### src/rtl/grf_wb_queue_pkg.sv
// Shared constants for the GRF write-back path.
// Widths match the GRF: 5-bit register numbers, 32-bit data and PC.
package grf_wb_queue_pkg;
    localparam int GRF_AW       = 5;
    localparam int GRF_DW       = 32;
    localparam int PC_W         = 32;
    localparam int WB_DEPTH_DEF = 4;
endpackage

### src/rtl/wb_lookup.sv
// Forwarding lookup over pending GRF writes.
// Visits the output register first, then queue entries oldest to youngest, so the youngest match wins.
module wb_lookup
    import grf_wb_queue_pkg::*;
#(
    parameter int DEPTH = WB_DEPTH_DEF,
    parameter int PW    = $clog2(DEPTH)
) (
    input  logic [DEPTH-1:0]             valid_i,
    input  logic [DEPTH-1:0][GRF_AW-1:0] addr_i,
    input  logic [DEPTH-1:0][GRF_DW-1:0] data_i,
    input  logic [PW-1:0]                head_i,
    input  logic                         out_valid_i,
    input  logic [GRF_AW-1:0]            out_addr_i,
    input  logic [GRF_DW-1:0]            out_data_i,
    input  logic [GRF_AW-1:0]            lk_addr_i,
    output logic                         hit_o,
    output logic [GRF_DW-1:0]            data_o
);

    logic [PW-1:0] idx_s;

    // Priority match: each later (younger) candidate overrides earlier ones.
    always_comb begin
        hit_o  = 1'b0;
        data_o = '0;
        idx_s  = head_i;
        if (out_valid_i && (out_addr_i == lk_addr_i) && (lk_addr_i != 5'd0)) begin
            hit_o  = 1'b1;
            data_o = out_data_i;
        end else begin
            hit_o  = 1'b0;
        end
        for (int i = 0; i < DEPTH; i++) begin
            idx_s = head_i + i[PW-1:0];
            if (valid_i[idx_s] && (addr_i[idx_s] == lk_addr_i) && (lk_addr_i != 5'd0)) begin
                hit_o  = 1'b1;
                data_o = data_i[idx_s];
            end else begin
                data_o = data_o;
            end
        end
    end

endmodule

### src/rtl/grf_wb_queue.sv
// In-order write-back queue feeding the GRF write port, with two forwarding lookups.
// Define WB_TRACE_EN to print a simulation trace line for every GRF write.
module grf_wb_queue
    import grf_wb_queue_pkg::*;
#(
    parameter int DEPTH = WB_DEPTH_DEF
) (
    input  logic                       clk,
    input  logic                       reset,
    input  logic                       in_valid,
    output logic                       in_ready,
    input  logic [GRF_AW-1:0]          in_wa,
    input  logic [GRF_DW-1:0]          in_wd,
    input  logic [PC_W-1:0]            in_pc,
    input  logic                       drain_en,
    output logic                       RegWrite,
    output logic [GRF_AW-1:0]          WA,
    output logic [GRF_DW-1:0]          WD,
    output logic [PC_W-1:0]            PC,
    input  logic [GRF_AW-1:0]          lk_a1,
    output logic                       lk_hit1,
    output logic [GRF_DW-1:0]          lk_d1,
    input  logic [GRF_AW-1:0]          lk_a2,
    output logic                       lk_hit2,
    output logic [GRF_DW-1:0]          lk_d2,
    output logic [$clog2(DEPTH):0]     count
);

    localparam int PW = $clog2(DEPTH);
    localparam int CW = PW + 1;

    logic [PW-1:0]                  wr_ptr_q, wr_ptr_d, rd_ptr_q, rd_ptr_d;
    logic [CW-1:0]                  count_q, count_d;
    logic [DEPTH-1:0]               valid_q, valid_d;
    logic [DEPTH-1:0][GRF_AW-1:0]   addr_q, addr_d;
    logic [DEPTH-1:0][GRF_DW-1:0]   data_q, data_d;
    logic [DEPTH-1:0][PC_W-1:0]     pc_q, pc_d;
    logic                           regwrite_q, regwrite_d;
    logic [GRF_AW-1:0]              wa_q, wa_d;
    logic [GRF_DW-1:0]              wd_q, wd_d;
    logic [PC_W-1:0]                pco_q, pco_d;
    logic                           full_s, accept_s, push_s, pop_s;

    assign full_s   = (count_q == CW'(DEPTH));
    assign in_ready = !full_s;
    assign accept_s = in_valid && !full_s;
    // Writes to $0 complete the handshake but are dropped here.
    assign push_s   = accept_s && (in_wa != 5'd0);
    assign pop_s    = drain_en && (count_q != '0);

    // Next-state: pop head into the output stage, push the new request at the tail.
    always_comb begin
        wr_ptr_d   = wr_ptr_q;
        rd_ptr_d   = rd_ptr_q;
        count_d    = count_q;
        valid_d    = valid_q;
        addr_d     = addr_q;
        data_d     = data_q;
        pc_d       = pc_q;
        regwrite_d = 1'b0;
        wa_d       = wa_q;
        wd_d       = wd_q;
        pco_d      = pco_q;
        if (pop_s) begin
            regwrite_d        = 1'b1;
            wa_d              = addr_q[rd_ptr_q];
            wd_d              = data_q[rd_ptr_q];
            pco_d             = pc_q[rd_ptr_q];
            valid_d[rd_ptr_q] = 1'b0;
            rd_ptr_d          = rd_ptr_q + PW'(1);
        end else begin
            regwrite_d = 1'b0;
        end
        if (push_s) begin
            valid_d[wr_ptr_q] = 1'b1;
            addr_d[wr_ptr_q]  = in_wa;
            data_d[wr_ptr_q]  = in_wd;
            pc_d[wr_ptr_q]    = in_pc;
            wr_ptr_d          = wr_ptr_q + PW'(1);
        end else begin
            wr_ptr_d = wr_ptr_q;
        end
        case ({push_s, pop_s})
            2'b10:   count_d = count_q + CW'(1);
            2'b01:   count_d = count_q - CW'(1);
            default: count_d = count_q;
        endcase
    end

    // State registers; reset discards queued and in-flight writes at once.
    always_ff @(posedge clk or posedge reset) begin
        if (reset) begin
            wr_ptr_q   <= '0;
            rd_ptr_q   <= '0;
            count_q    <= '0;
            valid_q    <= '0;
            addr_q     <= '0;
            data_q     <= '0;
            pc_q       <= '0;
            regwrite_q <= 1'b0;
            wa_q       <= '0;
            wd_q       <= '0;
            pco_q      <= '0;
        end else begin
            wr_ptr_q   <= wr_ptr_d;
            rd_ptr_q   <= rd_ptr_d;
            count_q    <= count_d;
            valid_q    <= valid_d;
            addr_q     <= addr_d;
            data_q     <= data_d;
            pc_q       <= pc_d;
            regwrite_q <= regwrite_d;
            wa_q       <= wa_d;
            wd_q       <= wd_d;
            pco_q      <= pco_d;
        end
    end

    assign RegWrite = regwrite_q;
    assign WA       = wa_q;
    assign WD       = wd_q;
    assign PC       = pco_q;
    assign count    = count_q;

    wb_lookup #(.DEPTH(DEPTH), .PW(PW)) u_lk1 (
        .valid_i     (valid_q),
        .addr_i      (addr_q),
        .data_i      (data_q),
        .head_i      (rd_ptr_q),
        .out_valid_i (regwrite_q),
        .out_addr_i  (wa_q),
        .out_data_i  (wd_q),
        .lk_addr_i   (lk_a1),
        .hit_o       (lk_hit1),
        .data_o      (lk_d1)
    );

    wb_lookup #(.DEPTH(DEPTH), .PW(PW)) u_lk2 (
        .valid_i     (valid_q),
        .addr_i      (addr_q),
        .data_i      (data_q),
        .head_i      (rd_ptr_q),
        .out_valid_i (regwrite_q),
        .out_addr_i  (wa_q),
        .out_data_i  (wd_q),
        .lk_addr_i   (lk_a2),
        .hit_o       (lk_hit2),
        .data_o      (lk_d2)
    );

`ifdef WB_TRACE_EN
    // Trace each write as the GRF commits it.
    always @(posedge clk) begin
        if (regwrite_q) begin
            $display("@%h: $%d <= %h", pco_q, wa_q, wd_q);
        end
    end
`endif

endmodule
### config.mk
export PLATFORM = sky130hd
export DESIGN_NAME = grf_wb_queue
export DESIGN_NICKNAME = d
export VERILOG_FILES = /design/src/rtl/grf_wb_queue_pkg.sv /design/src/rtl/wb_lookup.sv /design/src/rtl/grf_wb_queue.sv
export SDC_FILE = /design/constraint.sdc
export NUM_CORES = 1
export LEC_CHECK = 0
export CORE_MARGIN = 4
export CORE_UTILIZATION = 62
export DETAILED_ROUTE_END_ITERATION = 6
export PLACE_DENSITY = 0.89
export SLEW_MARGIN = 20
export SYNTH_ARGS = -nofsm -noshare
export SYNTH_HDL_FRONTEND = slang
export SYNTH_SLANG_ARGS = --single-unit
### constraint.sdc
create_clock -name clk -period 26.6 [get_ports clk]
set_clock_uncertainty 0.1 [all_clocks]
set_input_delay 5.32 -clock clk [delete_from_list [all_inputs] [get_ports clk]]
set_output_delay 5.32 -clock clk [all_outputs]
set_load 0.01 [all_outputs]
==> results.yml, run 1 <==
logic_synthesis:
  synth.yosys.warnings: 0
  synth.cell_area_mm2: 0.0211
  yosys.area_share.adder_pct: 0.627
  synth-async-reset-ratio_pct: 100
  yosys-top-cells-area: "sky130_fd_sc_hd__dfrtp_1 42%, sky130_fd_sc_hd__mux2_2 16%, sky130_fd_sc_hd__mux4_2 14%"
  synth_seq_area_share_pct: 42.3
  postSynthCellCount: 1786
  synth.area.mux_share_pct: 34.4
  post-synth-top-area-fraction_pct: 42.3
  synth.net_count: 1879
  ys_dominant_reg_cell: "sky130_fd_sc_hd__dfrtp_1"
  synth_area_in_simple_gates_pct: 9.93
  area_leader_netlist: "sky130_fd_sc_hd__dfrtp_1"
  synth_top_family_by_area: "multiplexers"
  synth.ff_latch_count: 357
  netlist-cell-type-count: 47
  synth-xor-area-share_pct: 2.20
  synth_edf_count: 0
  synth_compound_area_share_pct: 7.01
  avgSynthCellArea_um2: 11.8
power_and_ir_drop:
  seq_power_share_pct: 29.4
  clockPowerShare_pct: 14.4
  netSwitchingPower_uw: 1550
  fin_total_pwr_uw: 3740
  power_switching_share_pct: 41.5
  worst_ir_drop_vdd_uv: 137
  cellInternalPower_uw: 2190
  p_leak_uw: 0.0103
  proportion_of_power_drawn_by_combinational_gates_pct: 56.2
  cellPowerDensity_mw_per_mm2: 151
setup_path:
  r2r_end: "count[2]"
  crit_end: "lk_d1[1]"
  critPathMaxFanout: 26
  startpoint: "lk_a1[2]"
  worst_setup_end_kind: "primary output"
  worst-r2r-cell-count: 10
  startpoint_kind_of_the_worst_setup_timing_path: "input pin"
  worst_r2r_startpoint: "count[0]"
  ff2ff_setup_slack_ps: 23150
  path_class: "in2out"
  cp_data_arrival_time_ps: 9600
  worstPathRequired_ps: 21180
timing:
  max_slew.worst_pin.slew_ps: 1140
  rsz0062_at_grt: "false"
  finalMaxSlewViolations: 0
  pnr_worst_setup_slack_ps: 11580
  finalSetupViolations: 0
  worst_slew_margin_rel_pct: 24.2
  max_clock_freq_ghz: 0.0666
  timing_hold_violations_final: 0
  setup-tns-final_ps: 0
  layout_worst_path_cycle_share_pct: 56.5
  period_minus_slack_ps: 15020
cts:
  worstSkewPairLatency_ps: 540
  max_h_tree_level: 2
  tritoncts_clock_tree: "yes"
  clock_tree_sinks: 357
  cts-hold-fix-buffers: 0
  cts.repair_timing.setup_buffer_count: 0
  clkTransAtPathRegs_ps: 60
  post_cts.resized_instances: 0
  numCtsBuffers: 38
  clk_path_buf_depth: 3
  cts-root-buf: "sky130_fd_sc_hd__clkbuf_16"
placed_design:
  port_buffers: 222
  dp_slack_ps: 11450
  post-dp-hpwl_um: 38300
  placedCellCount: 2326
  replace_congestion: 0.920
routing:
  antenna_violating_nets_post_route: 0
  drt-wirelength-per-cell_um: 26.3
  drt-vias-per-instance: 6.95
  routed_wl_um: 63000
  first_iter_violations: 1724
  num_vias: 16700
  drc: 0
  drt_pass1_iterations: 6
final_layout:
  area_growth_syn_to_layout_pct: 17.6
  nNetsFinal: 2012
  drive_above_1_share_pct: 28.0
  top_library_cells_by_usage_in_the_layout_fill_and_taps_aside: "355 x sky130_fd_sc_hd__dfrtp_1, 300 x sky130_fd_sc_hd__mux2_2, 250 x sky130_fd_sc_hd__nand2_1, 222 x sky130_fd_sc_hd__clkdlybuf4s50_1, 130 x sky130_fd_sc_hd__mux4_2"
  postLayoutCoreUtil_pct: 74.0
  layout.cells.most_common: "sky130_fd_sc_hd__dfrtp_1"
  stdcell_count: 2395
floorplan:
  start_util_pct: 62.9
  number_of_top_level_pins: 223
  coreArea_mm2: 0.0336
  die_area_mm2: 0.0371
  dieWidth_um: 193
  floorplan.die.height_um: 193
  rows: 67
global_route:
  antenna_found_initial: 4
  grt_first_pass_wirelength_um: 98600
  gr-total-overflow: 0
  grt_pass1_vias: 17600
  grtUsageTotal_pct: 34.0
  grt_max_degree: 172
status:
  result_of_the_run: "complete, no violations"
job:
  cap_viol_max_count: 0
min_path:
  hold_path_class: "reg2reg"
[layer usage]
metal | up-vias | routed length [um] | GRT usage (%)
met4 | 8 | 2940 | 14.7
met1 | 8273 | 23000 | 43.4
met5 | - | 46 | 0
met2 | 1168 | 30000 | 55.1
met3 | 271 | 7060 | 9.04
li1 | 6936 | - | -
[state kept, by name (all words and copies together), names as in the netlist]
signal	cells
WD	32
WA	5
rd_ptr_q	2
data_q	128
addr_q	20
wr_ptr_q	2
valid_q	4
RegWrite	1
PC	32
count	3
pc_q	128
[worst max-delay path, stage by stage]
cell and delay, ps:
sky130_fd_sc_hd__clkdlybuf4s50_1 630, sky130_fd_sc_hd__nor4_1 530, sky130_fd_sc_hd__nand2_1 230, sky130_fd_sc_hd__nand3_1 120, sky130_fd_sc_hd__buf_4 380, sky130_fd_sc_hd__or3_1 510
sky130_fd_sc_hd__nand2_2 530, sky130_fd_sc_hd__o31ai_1 690, sky130_fd_sc_hd__clkdlybuf4s50_1 650
[synth_stat cells, types with 2 or more instances]
cell type,instances
sky130_fd_sc_hd__buf_6,6
sky130_fd_sc_hd__inv_2,3
sky130_fd_sc_hd__nor2_1,76
sky130_fd_sc_hd__o211ai_1,16
sky130_fd_sc_hd__a221o_1,11
sky130_fd_sc_hd__mux4_2,130
sky130_fd_sc_hd__o22ai_1,2
sky130_fd_sc_hd__a221oi_1,53
sky130_fd_sc_hd__nor3b_1,3
sky130_fd_sc_hd__o21ai_1,2
sky130_fd_sc_hd__buf_1,42
sky130_fd_sc_hd__nand3_1,17
sky130_fd_sc_hd__or2_2,2
sky130_fd_sc_hd__buf_2,28
sky130_fd_sc_hd__or3_1,2
sky130_fd_sc_hd__and2_1,12
sky130_fd_sc_hd__o31ai_1,46
sky130_fd_sc_hd__inv_1,8
sky130_fd_sc_hd__nor4_2,2
sky130_fd_sc_hd__a211o_1,11
sky130_fd_sc_hd__xnor2_1,30
sky130_fd_sc_hd__clkbuf_1,65
sky130_fd_sc_hd__nand4_1,5
sky130_fd_sc_hd__mux2_2,300
sky130_fd_sc_hd__ha_1,9
sky130_fd_sc_hd__and3_1,2
sky130_fd_sc_hd__nand2b_1,11
sky130_fd_sc_hd__nor3_1,34
sky130_fd_sc_hd__nand2_1,255
sky130_fd_sc_hd__buf_4,15
sky130_fd_sc_hd__nor4b_1,5
sky130_fd_sc_hd__xor2_1,23
sky130_fd_sc_hd__a21oi_1,28
sky130_fd_sc_hd__dfrtp_1,357
sky130_fd_sc_hd__mux2i_1,96
sky130_fd_sc_hd__nor4_1,43
sky130_fd_sc_hd__o21ai_0,26
[how the worst min path moves through the flow]
stage                         from        to  cells after the start  slack, ps
after global routing        PC[10]    PC[10]                      2        400
after floorplan           pc_q[64]  pc_q[64]                      1        370
after detailed placement    PC[10]    PC[10]                      2        360
after global placement      PC[11]    PC[11]                      2        360
after CTS                   PC[10]    PC[10]                      2        380
final                       PC[10]    PC[10]                      2        380
[per-stage QoR]
stage	instance area, um2	hold slack, ps
floorplan	21100	374
global placement	23500	359
detailed placement	23600	362
CTS	24800	376
global route	24900	404
finish	24900	376
[power groups by stage]
stage	Combinational [uW]	Sequential [uW]	Clock [uW]
2_1_floorplan	1470	1000	0
3_3_place_gp	1980	1050	0
3_5_place_dp	2050	1090	0
4_1_cts	2070	1090	545
5_1_grt	2230	1140	570
6_report	2100	1100	540
[final cells by class]
cell class / instances / area (um2)
multi-input combinational: 1262 / 11600
sequential: 357 / 8940
fill: 2149 / 8750
timing repair buffer: 249 / 2480
clock buffer: 53 / 1080
tap: 448 / 561
clock inverter: 14 / 193
inverter: 11 / 48.8
antenna: 1 / 2.50
[kinds of logic after synthesis]
group	count (synthesis)
AOI/OAI and AO/OA	201
xor gates and xnor gates	53
adders and majority gates	10
buffers and inverters	167
DFF	357
muxes	526
and+or+nand+nor	472
No activity file was read; power rests on OpenSTA's default activity.
==> inputs of run 2 (changes only) <==
--- a/config.mk
+++ b/config.mk
@@ -6,9 +6,9 @@
 export NUM_CORES = 1
 export LEC_CHECK = 0
 export CORE_MARGIN = 4
-export CORE_UTILIZATION = 62
+export CORE_UTILIZATION = 58
 export DETAILED_ROUTE_END_ITERATION = 6
-export PLACE_DENSITY = 0.89
+export PLACE_DENSITY = 0.84
 export SLEW_MARGIN = 20
 export SYNTH_ARGS = -nofsm -noshare
 export SYNTH_HDL_FRONTEND = slang
==> constraint.sdc (replaced) <==
create_clock -name clk -period 15.5 [get_ports clk]
set_clock_uncertainty 0.1 [all_clocks]
set_input_delay 3.1 -clock clk [delete_from_list [all_inputs] [get_ports clk]]
set_output_delay 3.1 -clock clk [all_outputs]
set_load 0.01 [all_outputs]
==> run 2 against run 1 <==
Non-clock buffer count unchanged. Register-to-register slack worse by 11000 ps. Utilization down 4.2 points. Largest cell class unchanged. Global-route usage down 3.3 points. Highest routed layer unchanged.
==> results.yml, run 2 (synthesis results as in run 1) <==
min_path:
  min_delay_worst_endpoint: "PC[10]"
  hold_depth: 2
  holdCritStartpoint: "PC[10]"
  hold_path_class: "reg2reg"
power_and_ir_drop:
  cellPowerDensity_mw_per_mm2: 256
  worst_ir_drop_vdd_uv: 191
  netSwitchingPower_uw: 2620
  proportion_of_power_drawn_by_combinational_gates_pct: 55.9
  p_leak_uw: 0.0104
  power_switching_share_pct: 41.0
  cellInternalPower_uw: 3760
  clockPowerShare_pct: 14.7
  seq_power_share_pct: 29.4
  fin_total_pwr_uw: 6380
global_route:
  grt_pass1_vias: 17200
  grt_first_pass_wirelength_um: 95800
  grt_max_degree: 194
  antenna_found_initial: 7
  gr-total-overflow: 0
  grtUsageTotal_pct: 30.7
setup_path:
  cp_data_arrival_time_ps: 7200
  ff2ff_setup_slack_ps: 12370
  worstPathRequired_ps: 12300
  path_class: "in2out"
  worst_setup_end_kind: "primary output"
  critPathSlowestCell: "sky130_fd_sc_hd__nor2_2"
  critical_path_most_common_cell: "sky130_fd_sc_hd__clkdlybuf4s50_1"
  worst_path_largest_cell_delay_ps: 1090
  worstPathBufferInverterCount: 3
  startpoint: "lk_a2[1]"
  worst_r2r_startpoint: "rd_ptr_q[1]"
  worst-r2r-cell-count: 5
  cpLargestDelayFamily: "simple AND/OR/NAND/NOR gates"
  startpoint_kind_of_the_worst_setup_timing_path: "input pin"
  critPathMaxFanout: 18
  path_cells: "clkdlybuf4s50_1, nor3_1, nand2_1, nand3_1, nor2_2, buf_4, a221oi_1, o31ai_1, clkdlybuf4s50_1"
  r2r_end: "rd_ptr_q[1]"
cts:
  clock_tree_sinks: 357
  cts-root-buf: "sky130_fd_sc_hd__clkbuf_16"
  worstSkewPairLatency_ps: 540
  cts.repair_timing.setup_buffer_count: 0
  post_cts.resized_instances: 0
  clk_path_buf_depth: 3
  numCtsBuffers: 40
  tritoncts_clock_tree: "yes"
  clkTransAtPathRegs_ps: 50
  max_h_tree_level: 2
  cts-hold-fix-buffers: 0
final_layout:
  top_library_cells_by_usage_in_the_layout_fill_and_taps_aside: "355 x sky130_fd_sc_hd__dfrtp_1, 300 x sky130_fd_sc_hd__mux2_2, 249 x sky130_fd_sc_hd__nand2_1, 222 x sky130_fd_sc_hd__clkdlybuf4s50_1, 130 x sky130_fd_sc_hd__mux4_2"
  layout.cells.most_common: "sky130_fd_sc_hd__dfrtp_1"
  final_area_mm2: 0.0249
  area_growth_syn_to_layout_pct: 17.9
  nNetsFinal: 2014
  reg_top3: "data_q x128, pc_q x128"
  drive_above_1_share_pct: 28.0
placed_design:
  post-dp-hpwl_um: 37200
  port_buffers: 222
  dpl_cell_area_mm2: 0.0235
  replace_congestion: 0.967
  dp_slack_ps: 4920
routing:
  drt_pass1_iterations: 6
  first_iter_violations: 1524
  drc: 0
  routed_wl_um: 61200
  antenna_violating_nets_post_route: 0
  drt-vias-per-instance: 6.84
  num_vias: 16500
  drt-wirelength-per-cell_um: 25.4
timing:
  finalMaxSlewViolations: 0
  worst_slew_margin_rel_pct: 25.3
  timing_hold_violations_final: 0
  pnr_worst_setup_slack_ps: 5100
  setup-tns-final_ps: 0
  max_slew.worst_pin.slew_ps: 1120
  rsz0062_at_grt: "false"
  period_minus_slack_ps: 10400
  layout_worst_path_cycle_share_pct: 67.1
  max_clock_freq_ghz: 0.0962
  finalSetupViolations: 0
floorplan:
  coreArea_mm2: 0.0357
  die_area_mm2: 0.0396
  start_util_pct: 59.2
  floorplan.die.height_um: 199
  number_of_top_level_pins: 223
  rows: 69
  dieWidth_um: 199
job:
  cap_viol_max_count: 0
status:
  result_of_the_run: "complete, no violations"
-- run 2: changes by cell type in the layout (fill, tap and decap cells not counted), sizes merged --
cell and delta:
bufinv -2, clkbuf +6, clkinv -3, clkinvlp +1, inv +1
-- run 2: power by group through the flow --
stage / sequential (uW) / combinational (uW) / clock [uW]
detailed placement: 1870 / 3490 / 0
CTS: 1860 / 3510 / 949
finish: 1880 / 3560 / 936
global route: 1940 / 3790 / 989
floorplan: 1720 / 2520 / 0
global placement: 1820 / 3400 / 0
-- run 2: area by class of cell --
type | count | area (um2)
Fill cell | 2491 | 10800
Clock inverter | 11 | 138
Multi-Input combinational cell | 1262 | 11600
Timing Repair Buffer | 249 | 2490
Sequential cell | 357 | 8940
Tap cell | 461 | 577
Clock buffer | 59 | 1160
Antenna cell | 1 | 2.50
Inverter | 11 | 53.8
-- run 2: worst register-to-register path: stages (launching register included) --
cell                      delay (ps)
sky130_fd_sc_hd__dfrtp_4        1060
sky130_fd_sc_hd__inv_2           160
sky130_fd_sc_hd__ha_4            700
sky130_fd_sc_hd__buf_4           810
sky130_fd_sc_hd__nand2_1         110
sky130_fd_sc_hd__o21ai_0         100
-- run 2: how the worst max path moves through the flow --
| stage | endpoint | cells after the start |
|---|---|---|
| after CTS | lk_d1[1] | 7 |
| after detailed placement | lk_d1[1] | 7 |
| after floorplan | PC[0] | 1 |
| final | lk_d2[2] | 9 |
| after global routing | lk_d2[2] | 9 |
| after global placement | lk_d1[1] | 7 |
-- run 2: routing by layer --
metal,up-vias,GRT usage [%],part of all wire [%]
met3,250,8.37,11
li1,6952,-,-
met5,-,0,0.14
met4,12,13.3,4.8
met2,1015,49.7,47
met1,8272,39.2,37
-- run 2: through the flow --
step / hold slack [ps] / cells / utilization [%]
after floorplan: 374 / 1786 / -
after global placement: 359 / 2338 / 65.9
after detailed placement: 362 / 2338 / 65.9
after CTS: 377 / 2408 / 69.5
after global routing: 407 / 2410 / 69.7
final: 371 / 2411 / 69.7
==> inputs of run 3 (changes only) <==
--- a/config.mk
+++ b/config.mk
@@ -6,9 +6,9 @@
 export NUM_CORES = 1
 export LEC_CHECK = 0
 export CORE_MARGIN = 4
-export CORE_UTILIZATION = 58
+export CORE_UTILIZATION = 52
 export DETAILED_ROUTE_END_ITERATION = 6
-export PLACE_DENSITY = 0.84
+export PLACE_DENSITY = 0.8
 export SLEW_MARGIN = 20
 export SYNTH_ARGS = -nofsm -noshare
 export SYNTH_HDL_FRONTEND = slang
==> constraint.sdc (replaced) <==
create_clock -name clk -period 9.56 [get_ports clk]
set_clock_uncertainty 0.1 [all_clocks]
set_input_delay 1.912 -clock clk [delete_from_list [all_inputs] [get_ports clk]]
set_output_delay 1.912 -clock clk [all_outputs]
set_load 0.01 [all_outputs]
==> run 3 against run 2 <==
The flow now finishes with violations (DRC). Cell count grew 2.7%. Combinational power grew 63%. Worst hold slack gained 7.1 ps. Largest cell class unchanged.
==> results.yml, run 3 (synthesis results as in run 1) <==
cts:
  cts-hold-fix-buffers: 0
  max_h_tree_level: 2
  worstSkewPairLatency_ps: 570
  tritoncts_clock_tree: "yes"
  numCtsBuffers: 41
  clock_tree_sinks: 357
  clkTransAtPathRegs_ps: 60
  clk_path_buf_depth: 3
  cts-root-buf: "sky130_fd_sc_hd__clkbuf_16"
  post_cts.resized_instances: 0
  cts.repair_timing.setup_buffer_count: 0
timing:
  max_slew.worst_pin.slew_ps: 1170
  pnr_worst_setup_slack_ps: 1400
  final.hold.worst_slack_ps: 378
  period_minus_slack_ps: 8160
  timing_hold_violations_final: 0
  layout_worst_path_cycle_share_pct: 85.4
  rsz0062_at_grt: "false"
  max_clock_freq_ghz: 0.122
  finalMaxSlewViolations: 0
  setup-tns-final_ps: 0
  finalSetupViolations: 0
  worst_slew_margin_rel_pct: 21.7
placed_design:
  dpl_cell_area_mm2: 0.0237
  replace_congestion: 0.923
  dp_slack_ps: 1700
  post-dp-hpwl_um: 37900
  port_buffers: 222
setup_path:
  critPathMaxFanout: 47
  worstPathBufferInverterCount: 4
  cpLargestDelayFamily: "buffers and inverters"
  critical_path_most_common_cell: "sky130_fd_sc_hd__buf_4"
  startpoint_kind_of_the_worst_setup_timing_path: "flop"
  worstPathRequired_ps: 7550
  worst_setup_end_kind: "primary output"
  path_cells: "inv_2, ha_4, buf_4, mux4_2, nand3_1, nor2_4, buf_4, mux2i_1, o31ai_1, clkdlybuf4s50_1"
  cp_data_arrival_time_ps: 6150
  critPathSlowestCell: "sky130_fd_sc_hd__dfrtp_4"
  worst_path_largest_cell_delay_ps: 950
  path_class: "reg2out"
routing:
  antenna_violating_nets_post_route: 0
  drt-vias-per-instance: 6.64
  num_vias: 16400
  route.met3.wl_um: 6580
  top_layer: "met5"
  drt_pass1_iterations: 7
  met1Wirelength_um: 23300
  drt-wirelength-per-cell_um: 25.2
  first_iter_violations: 1471
  dr_wl_met2_um: 29200
  drc: 1
  routed_wl_um: 62300
final_layout:
  layout.cells.most_common: "sky130_fd_sc_hd__dfrtp_1"
  area_growth_syn_to_layout_pct: 18.6
  reg_top3: "data_q x128, pc_q x128"
  drive_above_1_share_pct: 28.2
  nFillCells: 3034
  final_area_mm2: 0.0251
  nNetsFinal: 2016
  top_library_cells_by_usage_in_the_layout_fill_and_taps_aside: "355 x sky130_fd_sc_hd__dfrtp_1, 300 x sky130_fd_sc_hd__mux2_2, 251 x sky130_fd_sc_hd__nand2_1, 222 x sky130_fd_sc_hd__clkdlybuf4s50_1, 130 x sky130_fd_sc_hd__mux4_2"
  antenna-diode-count: 0
floorplan:
  number_of_top_level_pins: 223
  start_util_pct: 52.8
  dieWidth_um: 210
  coreArea_mm2: 0.0400
  rows: 73
  floorplan.die.height_um: 210
  die_area_mm2: 0.0439
job:
  cap_viol_max_count: 0
global_route:
  grtUsageTotal_pct: 27.8
  grt_max_degree: 189
  grt_first_pass_wirelength_um: 97100
  gr-total-overflow: 0
  antenna_found_initial: 8
  grt_pass1_vias: 17000
status:
  result_of_the_run: "complete, but fails checks"
  failed_checks: "DRC"
power_and_ir_drop:
  p_leak_uw: 0.0104
  cellPowerDensity_mw_per_mm2: 419
  worst_ir_drop_vdd_uv: 311
  fin_total_pwr_uw: 10500
min_path:
  hold_path_class: "reg2reg"
[run 3: changes by cell type in the layout (fill, tap and decap cells not counted), moves of 2 or more]
cell | before | now
sky130_fd_sc_hd__clkbuf_1 | 10 | 6
sky130_fd_sc_hd__clkinv_2 | 6 | 9
sky130_fd_sc_hd__clkbuf_16 | 40 | 42
sky130_fd_sc_hd__inv_16 | 2 | 0
sky130_fd_sc_hd__buf_4 | 23 | 25
sky130_fd_sc_hd__bufinv_16 | 1 | 6
sky130_fd_sc_hd__nand2_1 | 249 | 251
sky130_fd_sc_hd__clkbuf_8 | 9 | 7
sky130_fd_sc_hd__nand2_2 | 2 | 0
sky130_fd_sc_hd__buf_16 | 2 | 0
[run 3: worst min-delay path, cell delays in order, from the launching register on]
cell	delay, ps
sky130_fd_sc_hd__dfrtp_1	340
sky130_fd_sc_hd__nand2_1	50
sky130_fd_sc_hd__nand2_1	50
[run 3: report_power, final]
| part | internal, uW | switching, uW |
|---|---|---|
| registers | 2290 | 757 |
| logic | 2930 | 2880 |
| clock network | 1020 | 635 |
| total | 6230 | 4270 |
[run 3: layer usage]
layer | GRT usage, % | vias to the layer above
met4 | 13.6 | 16
met1 | 35.2 | 8265
li1 | - | 6954
met3 | 8.30 | 263
met5 | 0 | -
met2 | 44.1 | 946
[run 3: per-stage QoR]
step | std cells | utilization [%]
after floorplan | 1786 | -
after global placement | 2405 | 59.1
after detailed placement | 2405 | 59.1
after CTS | 2476 | 62.7
after global routing | 2476 | 62.7
final | 2476 | 62.7
[run 3: final timing paths]
| check | start | endpoint | slack, ps | cells past startpoint |
|---|---|---|---|---|
| max in group asynchronous | reset | WD[8] | 5930 | 4 |
| min reg2reg | PC[7] | PC[7] | 380 | 2 |
| min | PC[7] | PC[7] | 380 | 2 |
| min in group asynchronous | reset | pc_q[69] | 1860 | 3 |
| max reg2reg | count[0] | count[2] | 6230 | 9 |
| max | rd_ptr_q[0] | lk_d2[31] | 1400 | 10 |
[run 3: layout make-up]
cell class                      instances  area [um2]  share of cell area [%]
Multi-Input combinational cell       1262       11600                    46.1
Sequential cell                       357        8940                    35.6
Timing Repair Buffer                  250        2470                    9.85
Clock buffer                           55        1170                    4.66
Tap cell                              525         657                    2.62
Clock inverter                         16         241                   0.963
Inverter                               11        45.0                   0.180
